### src/rtl/alu_wb_stage.sv
// Writeback/retire stage behind the 16-bit ALU: registered RF write port,
// architectural PSR, WAIT stall with wake/flush release, and a retire counter.
module alu_wb_stage #(
  parameter int WIDTH     = 16,
  parameter int RF_ADDR_W = 4
) (
  input  logic                 clk,
  input  logic                 reset_n,
  input  logic                 in_valid,
  output logic                 in_ready,
  input  logic [WIDTH-1:0]     in_y,
  input  logic                 in_y_valid,
  input  logic [4:0]           in_flags,
  input  logic                 in_flags_en,
  input  logic [4:0]           in_flags_sel,
  input  logic [RF_ADDR_W-1:0] in_rdest,
  input  logic                 in_is_wait,
  input  logic                 wake,
  input  logic                 flush,
  output logic                 rf_we,
  output logic [RF_ADDR_W-1:0] rf_waddr,
  output logic [WIDTH-1:0]     rf_wdata,
  output logic [4:0]           psr,
  output logic                 psr_c,
  output logic                 waiting,
  output logic [15:0]          retired_count
);

  typedef enum logic {RUN = 1'b0, WAIT = 1'b1} state_t;

  state_t state, state_nxt;
  logic   accept;
  logic   wr_nxt;

  assign in_ready = (state == RUN);
  assign accept   = in_valid & in_ready & ~flush;
  assign wr_nxt   = accept & in_y_valid & ~in_is_wait;
  assign waiting  = (state == WAIT);
  assign psr_c    = psr[4];

  // wake only matters once WAIT is entered, so a same-cycle wake is ignored
  always_comb begin
    state_nxt = state;
    case (state)
      RUN:  if (accept && in_is_wait) state_nxt = WAIT;
      WAIT: if (flush || wake)        state_nxt = RUN;
      default:                        state_nxt = RUN;
    endcase
  end

  always_ff @(posedge clk) begin
    if (!reset_n) begin
      state         <= RUN;
      rf_we         <= 1'b0;
      rf_waddr      <= '0;
      rf_wdata      <= '0;
      psr           <= '0;
      retired_count <= '0;
    end else begin
      state <= state_nxt;
      rf_we <= wr_nxt;
      if (wr_nxt) begin
        rf_waddr <= in_rdest;
        rf_wdata <= in_y;
      end
      if (accept && in_flags_en)
        psr <= (psr & ~in_flags_sel) | (in_flags & in_flags_sel);
      if (accept && !in_is_wait)
        retired_count <= retired_count + 16'd1;
    end
  end

endmodule
### config.mk
export PLATFORM = sky130hd
export DESIGN_NAME = alu_wb_stage
export DESIGN_NICKNAME = d
export VERILOG_FILES = /design/src/rtl/alu_wb_stage.sv
export SDC_FILE = /design/constraint.sdc
export NUM_CORES = 1
export LEC_CHECK = 0
export ABC_AREA = 1
export ABC_CLOCK_PERIOD_IN_PS = 1200
export CAP_MARGIN = 10
export CORE_MARGIN = 2
export CORE_UTILIZATION = 55
export CTS_CLUSTER_DIAMETER = 120
export DETAILED_ROUTE_END_ITERATION = 12
export DONT_BUFFER_PORTS = 1
export GPL_TIMING_DRIVEN = 0
export PLACE_DENSITY = 0.75
export SLEW_MARGIN = 20
export SYNTH_ARGS = -nofsm -noshare
export SYNTH_HDL_FRONTEND = slang
export SYNTH_SLANG_ARGS = --single-unit
### constraint.sdc
create_clock -name clk -period 1.2 [get_ports clk]
set_input_delay 0.12 -clock clk [delete_from_list [all_inputs] [get_ports clk]]
set_output_delay 0.12 -clock clk [all_outputs]
set_load 0.1 [all_outputs]
; ---- Word-level counts from Yosys, hierarchy flattened
; Index checks and enable logic that the tools add are counted.
[op_classes]
multipliers = 0
bitwise_logic = 11
n_div = 0
n_lt_le_gt_ge = 0
n_addsub = 1
n_reduce_logical = 5
shift = 0
mux = 3
n_eq_ne = 0
[ops]
columns = operator, n
row1 = $add A16 B1 Y16 const B, 1
row2 = $and A5 B5 Y5, 2
row3 = $not A5 Y5, 1
row4 = $or A5 B5 Y5, 1
row5 = $and A1 B1 Y1, 4
row6 = $logic_and A1 B1 Y1, 3
row7 = $not A1 Y1, 3
row8 = $mux W1, 2
row9 = $pmux W1 S2, 1
row10 = $logic_not A1 Y1, 1
row11 = $logic_or A1 B1 Y1, 1
[word_totals]
latchBits = 0
regBits = 43
ramBits = 0
word_cells = 26
memories = 0
rom_bits = 0

; ---- Depth between registers and ports, before layout
[depth]
ltp_word = 6
ltp_mapped = 9
depth_no_buf = 9

; ---- Worst setup path after synthesis
; No wires, ideal clock.
[synth_path]
path_type = flip-flop to flip-flop
startpoint = register state, in the netlist waiting
endpoint = register rf_waddr[0]
setup_time_ns = 0.070
arrival_time_ns = 2.189
required_ns = 1.130
slack_ns = -1.059
period_less_slack_ns = 2.259
path_stages_with_launch = 8
path_cell_list = dfxtp_1 > inv_2 > nand3_4 > nor2_8 > nand2_2 > buf_2 > nand2_1 > a21oi_1
[synth_between]
elab_chain_cells = 5
[synth_lines]
columns = item, line
row1 = "start, declared", 31  ; state_t state, state_nxt;
row2 = "start signal, assigned", 60  ; state <= state_nxt;
row3 = $not A1 Y1, -
row4 = named net in_ready, 10  ; output logic in_ready,
row5 = $and A1 B1 Y1 (2 in a row), 36  ; assign accept = in_valid & in_ready & ~flush;
row6 = $and A1 B1 Y1 (2 in a row), 37  ; assign wr_nxt = accept & in_y_valid & ~in_is_wait;
row7 = "end signal, assigned", 63  ; rf_waddr <= in_rdest;
row8 = "end, declared", 21  ; output logic [RF_ADDR_W-1:0] rf_waddr,
; The timed path passes the listed nets, and every way through them passes these cells.
; A chain may end at the register's enable or synchronous reset.

; ---- Worst setup path after layout
[layout_path]
startpoint = register retired_count[0]
endpoint = register retired_count[10]
[layout_between]
elab_chain_cells = 1
[layout_lines]
columns = item, line
row1 = "start, declared", 26  ; output logic [15:0] retired_count
row2 = "start signal, assigned", 69  ; retired_count <= retired_count + 16'd1;
row3 = $add A16 B1 Y16, 69
; No other way between the ends.

==> summary.txt <==
Setup path
  • Worst Setup End Kind: flip-flop
  • Origin of the critical flop-to-flop path: retired_count[0]
  • Crit path launch: retired_count[0]
  • Worst Path Class, Setup: flip-flop to flip-flop
  • FF-to-FF End: retired_count[10]
  • Crit path required time: 1490 ps
  • R2R depth: 9
  • CP Capture Point: retired_count[10]
  • Internal reg-to-reg setup slack: -340 ps
  • Crit path DAT: 1830 ps
  • Worst Path Max Fanout: 6
  • Worst Setup Start Kind: flip-flop

Pwr
  • Total Power: 2.60 mW
  • Maximum VDD drop: 853 uV
  • P_leak: 1.08 nW
  • PwrDens: 929 nW/um^2

Route
  • Vias: 2034
  • Routed len/inst: 17.6 um
  • DRC violations left: 0
  • Router iterations before antenna repair: 7
  • DRT antenna net count: 0
  • Routed wire length: 6340 um
  • Drt via density: 5.67
  • 1st-iter DRT viols: 105

STA
  • Fmax: 649 MHz
  • Setup violators final: 45
  • Tmin final: 1540 ps
  • Fin crit share: 128%
  • Final TNS setup: -11710 ps
  • Slew Limit Fails: 0
  • Slew margin rel.: 53.5%
  • Endpoints failing hold: 0
  • RSZ-0062 raised after global routing: yes
  • Final setup margin: -340 ps
  • Clk_skew: 12.6 ps
  • Worst Tran Pin Value: 697 ps
  • Worst hold margin: 69.3 ps

Synth
  • Post-synth EDFFs: 0
  • Post-Synth Adder-Cell Area: 0.670%
  • Yosys warning total: 0
  • Largest family of logic cells by synthesized area: simple AND/OR/NAND/NOR gates
  • Avg Inst Size Synth: 7.13 sq um
  • Synth Net Count: 301
  • Seq/Total Area, Yosys: 46.1%
  • Largest cells by area after synthesis: dfxtp_1 (46%), nand2_1 (17%), a21oi_1 (8.6%)
  • Yosys top cell area share: 46.1%
  • Synth cell types: 22
  • Cells after Synth: 262
  • Dominant cell type by area after synthesis: dfxtp_1
  • Asr flop ratio synth: 0%
  • Area of the mapped netlist: 1870 sq um
  • Post-Synth Simple-Gate Area: 35.7%
  • Post-synthesis mux area share: 0%
  • #FFs+latches synth: 43
  • Ys flop type: dfxtp_1
  • XOR/XNOR Fraction of Synth Area: 0%
  • Post-synthesis compound-gate area fraction: 9.79%

Layout
  • Fill cells: 192
  • Nets@finish: 351
  • Register area: 987 sq um
  • Layout cells sized above 1: 38.7%
  • Area Growth Syn to Fin: 50.1%
  • Final Non-Filler Cells: 359
  • Design Area, Final: 2800 sq um
  • Area occupied by multi-input gates: 1080 sq um
  • ANT cells: 0
  • Post-layout util: 84.6%

Placed design
  • Post-Place Worst Slack: -367 ps
  • Placed insts: 308
  • # port buffers: 0
  • Placer congestion estimate: 0.727
  • Dpl cell area: 2010 sq um
  • HPWL Detailed: 2820 um

CTS
  • Root buf cell: clkbuf_4
  • TritonCTS clock tree: done
  • Clk buf depth: 2
  • Clock-pin slew on the worst setup and hold paths: 130 ps
  • H-tree depth: 2
  • Clock Sinks: 43
  • Later-pin clock latency in the skew report: 360 ps
  • Total CTS buffers: 5

Floorplan
  • Rows: 21
  • DIE AREA: 3880 sq um
  • Starting density of the core: 56.4%
  • Ports: 83
  • CORE AREA: 3310 sq um
  • Die Ht: 62.3 um
  • Die Wd: 62.3 um

Flow run
  • Max_cap viols: 0

Min path
  • HP Class: input pin to flip-flop

Global routing
  • Initial antenna violation count: 0
  • First-pass GRT wire length: 8440 um
  • Number of global-route vias before repair: 1844
  • Largest net degree at the start of global routing: 14
  • Total global-route track usage: 27.3%
  • Global route overflow: 0

Outcome
  • Status: finished with violations
  • Violated checks: negative setup slack
[cell families (layout without fill, tap and decap cells)]
group           count (synthesis)  count (layout)
compound gates                 36              36
fa+ha+maj                       1               1
buf+inv                        35              85
flops                          43              43
simple gates                  147             148
[synth_stat cells (2+ instances only)]
master,n
o21ai_0,3
nand2_1,83
a21oi_1,32
buf_4,3
nand3_1,17
inv_1,21
dfxtp_1,43
nor2_4,3
nand4_1,5
nor2_1,28
inv_2,5
buf_2,2
clkbuf_1,3
nor3_1,5
nand3_4,2
[cells in the final DEF, fill, tap and decap left out]
master,netlist,routed
a21oi_2,0,15
buf_1,1,1
nor2_2,1,3
nand2_1,83,67
and2_1,1,1
buf_8,0,3
nor2_4,3,8
inv_1,21,20
inv_12,0,1
inv_6,0,1
nand3_4,2,2
nand4_1,5,5
buf_12,0,1
clkbuf_4,0,5
inv_4,0,1
nor2_8,1,1
nand2_4,0,9
o21ai_1,0,1
nand2_2,1,8
nor2_1,28,22
o21a_1,1,1
buf_6,0,6
inv_2,5,4
nand3_1,17,13
nor3_1,5,5
dfxtp_4,0,29
a21oi_1,32,17
dlygate4sd3_1,0,33
clkbuf_1,3,4
buf_4,3,4
clkinv_2,0,1
o21ai_0,3,2
nand3_2,0,4
dfxtp_2,0,14
ha_4,0,1
[power breakdown]
group	switching (mW)	total (mW)	internal (mW)
Sequential	0.188	1.58	1.40
Clock	0.479	0.708	0.229
Combinational	0.169	0.312	0.143
[worst max-delay path, cell delays in order, from the launching register on]
cell,delay (ps)
dfxtp_4,610
ha_4,200
inv_2,40
nor2_4,120
nand2_2,90
nor2_4,150
nand2_1,80
nand2_1,70
inv_1,40
nor2_1,70
[layout make-up]
cell class	count	share of cell area (%)
Multi-Input combinational cell	185	38.6
Sequential cell	43	35.2
Timing Repair Buffer	42	15.0
Inverter	26	4.11
Buffer	9	3.13
Tap cell	46	2.05
Clock buffer	6	1.47
Clock inverter	2	0.402
[layer usage]
layer | wire length (um) | GRT usage (%)
met1 | 2240 | 29.8
met2 | 3220 | 48.5
met3 | 506 | 9.42
met4 | 374 | 11.1
met5 | 0 | 0
[how the worst min path moves through the flow]
| stage | depth (start not counted) | start | endpoint | slack [ps] |
|---|---|---|---|---|
| finish | 4 | in_is_wait | retired_count[2] | 70 |
| detailed placement | 2 | in_y[9] | rf_wdata[9] | 270 |
| global placement | 2 | in_y[0] | rf_wdata[0] | 270 |
| CTS | 4 | in_is_wait | rf_we | 50 |
| floorplan | 2 | in_y[15] | rf_wdata[15] | 260 |
| global route | 4 | in_is_wait | retired_count[2] | 70 |
[what timing repair did]
action	4_1_cts	5_1_grt
buffers inserted	5	2
endpoints found under the hold margin	26	0
gates cloned	1	2
hold buffers	33	0
pin swaps	12	20
resized for setup	51	66
setup endpoints to repair	72	57
(Power assumes the default switching activity.)
